## config.mk

```make
export PLATFORM = sky130hd
export DESIGN_NAME = mac_row_seq
export DESIGN_NICKNAME = d
export VERILOG_FILES = /design/src/rtl/mac_row_seq.sv
export SDC_FILE = /design/constraint.sdc
export NUM_CORES = 1
export LEC_CHECK = 0
export ABC_CLOCK_PERIOD_IN_PS = 3300
export CORE_MARGIN = 2
export CORE_UTILIZATION = 30
export DETAILED_ROUTE_END_ITERATION = 16
export HOLD_SLACK_MARGIN = 0.12
export MAX_ROUTING_LAYER = met4
export SLEW_MARGIN = 20
export SYNTH_ARGS = -nofsm -noshare
export SYNTH_HDL_FRONTEND = slang
export SYNTH_SLANG_ARGS = --single-unit
```

## constraint.sdc

```tcl
create_clock -name clk -period 3.3 [get_ports clk]
set_clock_uncertainty 0.15 [all_clocks]
set_input_delay 0.33 -clock clk [delete_from_list [all_inputs] [get_ports clk]]
set_output_delay 0.33 -clock clk [all_outputs]
set_load 0.1 [all_outputs]
```

## src/rtl/mac_row_seq.sv

```systemverilog
// Job sequencer for one mac_row: psum preload, stallable accumulation steps, drain window, done pulse.
// Optional stall performance counter is enabled with the MAC_ROW_SEQ_PERF_EN macro.
module mac_row_seq #(
    parameter int ADDR_W    = 8,
    parameter int CNT_W     = 8,
    parameter int DRAIN_CYC = 2
) (
    input  logic              clk,
    input  logic              reset,
    input  logic              start,
    input  logic [CNT_W-1:0]  num_steps,
    input  logic [ADDR_W-1:0] act_base,
    input  logic              stall,
    output logic              busy,
    output logic              done,
    output logic              load,
    output logic              execute,
    output logic              a_select,
    output logic              act_ren,
`ifdef MAC_ROW_SEQ_PERF_EN
    output logic [15:0]       stall_cnt,
`endif
    output logic [ADDR_W-1:0] act_addr
);

    typedef enum logic [2:0] {
        S_IDLE    = 3'd0,
        S_PRELOAD = 3'd1,
        S_RUN     = 3'd2,
        S_DRAIN   = 3'd3,
        S_DONE    = 3'd4
    } state_t;

    state_t              state_q, state_d;
    logic [CNT_W-1:0]    step_q, step_d;
    logic [CNT_W-1:0]    num_q, num_d;
    logic [ADDR_W-1:0]   base_q, base_d;
    logic [3:0]          drain_q, drain_d;

    // Next-state logic for the job FSM and its counters.
    always_comb begin
        state_d = state_q;
        step_d  = step_q;
        num_d   = num_q;
        base_d  = base_q;
        drain_d = drain_q;
        case (state_q)
            S_IDLE: begin
                if (start) begin
                    num_d   = num_steps;
                    base_d  = act_base;
                    step_d  = {CNT_W{1'b0}};
                    state_d = S_PRELOAD;
                end else begin
                    state_d = S_IDLE;
                end
            end
            S_PRELOAD: begin
                drain_d = 4'd0;
                if (num_q != {CNT_W{1'b0}}) begin
                    state_d = S_RUN;
                end else begin
                    state_d = S_DRAIN;
                end
            end
            S_RUN: begin
                // The last step is detected before incrementing, so a full-range job never overflows.
                if (stall) begin
                    state_d = S_RUN;
                end else begin
                    step_d = step_q + CNT_W'(1);
                    if (step_q == num_q - CNT_W'(1)) begin
                        drain_d = 4'd0;
                        state_d = S_DRAIN;
                    end else begin
                        state_d = S_RUN;
                    end
                end
            end
            S_DRAIN: begin
                if (drain_q == 4'(DRAIN_CYC - 1)) begin
                    state_d = S_DONE;
                end else begin
                    drain_d = drain_q + 4'd1;
                end
            end
            S_DONE: begin
                state_d = S_IDLE;
            end
            default: begin
                state_d = S_IDLE;
            end
        endcase
    end

    // State and job registers with synchronous reset.
    always_ff @(posedge clk) begin
        if (reset) begin
            state_q <= S_IDLE;
            step_q  <= {CNT_W{1'b0}};
            num_q   <= {CNT_W{1'b0}};
            base_q  <= {ADDR_W{1'b0}};
            drain_q <= 4'd0;
        end else begin
            state_q <= state_d;
            step_q  <= step_d;
            num_q   <= num_d;
            base_q  <= base_d;
            drain_q <= drain_d;
        end
    end

    // Output decode from registered state; stall only gates the RUN strobes.
    always_comb begin
        busy     = 1'b0;
        done     = 1'b0;
        load     = 1'b0;
        execute  = 1'b0;
        a_select = 1'b0;
        act_ren  = 1'b0;
        act_addr = {ADDR_W{1'b0}};
        case (state_q)
            S_IDLE: begin
                busy = 1'b0;
            end
            S_PRELOAD: begin
                busy     = 1'b1;
                load     = 1'b1;
                execute  = 1'b1;
                act_ren  = 1'b1;
                act_addr = base_q;
            end
            S_RUN: begin
                busy     = 1'b1;
                execute  = ~stall;
                a_select = step_q[0];
                act_ren  = ~step_q[0] & ~stall;
                act_addr = base_q + ADDR_W'(step_q >> 1);
            end
            S_DRAIN: begin
                busy = 1'b1;
            end
            S_DONE: begin
                busy = 1'b1;
                done = 1'b1;
            end
            default: begin
                busy = 1'b0;
            end
        endcase
    end

`ifdef MAC_ROW_SEQ_PERF_EN
    logic [15:0] stall_cnt_q, stall_cnt_d;

    // Saturating count of stalled RUN cycles, restarted by each accepted job.
    always_comb begin
        stall_cnt_d = stall_cnt_q;
        if ((state_q == S_IDLE) && start) begin
            stall_cnt_d = 16'h0000;
        end else if ((state_q == S_RUN) && stall && (stall_cnt_q != 16'hFFFF)) begin
            stall_cnt_d = stall_cnt_q + 16'h0001;
        end else begin
            stall_cnt_d = stall_cnt_q;
        end
    end

    // Stall counter register.
    always_ff @(posedge clk) begin
        if (reset) begin
            stall_cnt_q <= 16'h0000;
        end else begin
            stall_cnt_q <= stall_cnt_d;
        end
    end

    assign stall_cnt = stall_cnt_q;
`endif

endmodule

```

==> flow_summary.json <==
{
  "status": "complete, no violations",
  "synth_most_common_cell": "nand2_1",
  "crit_path_end_kind": "output port",
  "power.internal_uw": 747,
  "layout.nets": 317,
  "final-setup-viol-count": 0,
  "finalHoldViolations": 0,
  "ctsResizeCount": 0,
  "post-dp-hpwl_um": 3570,
  "synth.avg_cell_area_um2": 7.84,
  "required_ns": 2.82,
  "path_max_fanout": 5,
  "clock_latency_ns": 0.28,
  "placed_area_um2": 2380,
  "min-delay-start": "base_q[0]$_SDFFE_PP0P_",
  "worstSetupPathType": "reg -> out",
  "drtAntennaViolNets": 0,
  "max_stage_delay_ns": 0.40,
  "ys_async_sr_fraction": 0,
  "synth-simple-area-share": 0.262,
  "cp-start-kind": "flop",
  "synth_area_leaders": "dfxtp_1 (31%), nand2_1 (8.1%), a21oi_1 (7.8%)",
  "clk_pin_slew_ns": 0.07,
  "synth-compound-area-share": 0.204,
  "max_cap_violations": 0,
  "pwr-share-comb": 0.278,
  "firstDrtPassIters": 4,
  "core_um2": 6390,
  "drt-initial-drc-count": 49,
  "finalSetupTns_ns": 0,
  "fp-row-count": 29,
  "io-pin-count": 34,
  "gp_congestion": 0.826,
  "p_seq_frac": 0.377,
  "finalInstanceArea_um2": 2500,
  "h-tree-depth": 2,
  "slew_headroom": 0.601,
  "reg2reg_from": "state_q[1]$_SDFFE_PP0P_",
  "area_growth_pct": 26.1,
  "grt_pass1_vias": 1705,
  "fp.dieW_um": 85.3,
  "antenna_found_initial": 0,
  "synth_area_um2": 1980,
  "yosys_warnings": 0,
  "slew_violations": 0,
  "switchingPower_uw": 379,
  "synthDominantCellAreaShare": 0.313,
  "synth_xor_area_frac": 0.0972,
  "cts_sinks": 31,
  "synth_top_family_by_area": "simple AND/OR/NAND/NOR gates",
  "rsz0062_at_grt": "no",
  "remaining_drc_errors": 0,
  "power_frac_clock": 0.345,
  "diodes": 0,
  "fmaxAchievable_mhz": 334,
  "timing.final.crit_share": 0.907,
  "initial_core_util": 0.311,
  "netlist.top_cell.by_area": "dfxtp_1",
  "startpoint": "step_q[1]$_SDFFE_PP0P_",
  "critPathMostFrequentCell": "a21oi_1",
  "vias": 1826,
  "cp.arrival_ns": 2.51,
  "synth-seq-cells": 31,
  "synth_edf_count": 0,
  "io_buffers": 33,
  "root_buffer": "clkbuf_8",
  "p_per_area_nw_per_um2": 450,
  "max_slew.worst_pin.slew_ns": 0.597,
  "post_cts_buffers": 0,
  "critical-path-slowest-cell": "fa_1",
  "hp-class": "reg -> reg",
  "muxShareOfSynthArea": 0.00568,
  "vias_per_cell": 5.03,
  "die_h_um": 85.3,
  "synthAdderAreaFrac": 0.0795,
  "cts_tree": "yes",
  "ys.flop_type": "dfxtp_1",
  "drive_above_1_share": 0.126,
  "netlist-cell-type-count": 48,
  "die_area_um2": 7280,
  "cts-hold-fix-buffers": 0,
  "swShare": 0.337,
  "grt_pass1_wl_um": 7850,
  "worstPathCellList": "ha_1, fa_1, a21o_1, a21oi_1, o21bai_1, a21oi_1, xor2_1, o21ai_1, buf_12",
  "leakagePower_uw": 0.000989,
  "cts_buffers": 5,
  "grt_usage": 0.137,
  "drt-wirelength-per-cell_um": 13.2,
  "grt_start_max_net_pins": 20,
  "synthesis.nets": 285,
  "postRouteWirelength_um": 4790,
  "gr-total-overflow": 0,
  "max-vdd-ir-drop_v": 0.000236,
  "yosysSeqAreaShare": 0.313,
  "fillers": 673,
  "min_period_ns": 2.99,
  "postSynthCellCount": 253,
  "yosys-top-cells-count": "nand2_1 (43), a21oi_1 (31), dfxtp_1 (31)",
  "clock_tree.buffer_depth": 2
}
==> worst paths after layout <==
kind,end,slack [ns],cells past startpoint
max,act_addr[6],0.31,9
min,base_q[0]$_SDFFE_PP0P_,0.33,2
min reg2reg,base_q[0]$_SDFFE_PP0P_,0.33,2
max reg2reg,step_q[7]$_SDFFE_PP0P_,1.03,6
==> sequential cells by signal (all words and copies together) (netlist names) <==
signal   flops
base_q       8
num_q        8
step_q       8
drain_q      4
state_q      3
==> power by group through the flow <==
stage / combinational (uW) / clock, uW / sequential [uW]
floorplan: 243 / 0 / 419
global placement: 314 / 0 / 432
detailed placement: 316 / 0 / 433
CTS: 317 / 405 / 425
global route: 338 / 418 / 429
finish: 313 / 389 / 425
==> worst max-delay path, delay by kind of cell (launching register included) <==
kind	cells	cell delay (ns)
AOI/OAI and AO/OA	5	0.89
adders and majority gates	2	0.65
DFF	1	0.37
buffers and inverters	1	0.21
xor gates and xnor gates	1	0.10
==> per-stage QoR <==
| step | utilization | total power, uW | setup slack, ns | instances | hold slack (ns) |
|---|---|---|---|---|---|
| after floorplan | - | 662 | -0.153 | 253 | 0.296 |
| after global placement | 0.373 | 746 | 0.649 | 355 | 0.317 |
| after detailed placement | 0.373 | 749 | 0.598 | 355 | 0.325 |
| after CTS | 0.392 | 1150 | 0.277 | 363 | 0.335 |
| after global routing | 0.392 | 1190 | 0.175 | 363 | 0.363 |
| final | 0.392 | 1130 | 0.306 | 363 | 0.331 |
==> metal layers <==
metal,vias to the layer above,routed length (um),global-route usage
met3,4,193,0.0311
li1,956,-,-
met2,29,2230,0.222
met4,0,47,0.0390
met5,-,0,-
met1,837,2320,0.172
==> layout make-up <==
cell class | instances | area (um^2) | area share
clock buffer | 6 | 82.6 | 0.0330
inverter | 7 | 26.3 | 0.0105
sequential | 31 | 621 | 0.248
tap | 77 | 96.3 | 0.0385
clock inverter | 2 | 35.0 | 0.0140
timing repair buffer | 36 | 355 | 0.142
multi-input combinational | 204 | 1280 | 0.514
==> cell families after synthesis <==
kind of cell               count (synthesis)
and+or+nand+nor                          103
muxes                                      1
AOI/OAI and AO/OA                         66
xor gates and xnor gates                  22
adders and majority gates                 12
DFF                                       31
buffers and inverters                     18
==> placed cells by master (no fill, tap or decap), drive strengths merged, types with 6 or more instances in the layout <==
cell type / count
inv: 7
xor2: 9
dfxtp: 31
nor2: 16
ha: 11
buf: 17
xnor2: 13
nor3: 10
a21oi: 32
clkbuf: 6
clkdlybuf4s50: 19
nand2: 43
o21ai: 13
(Power assumes the default switching activity.)
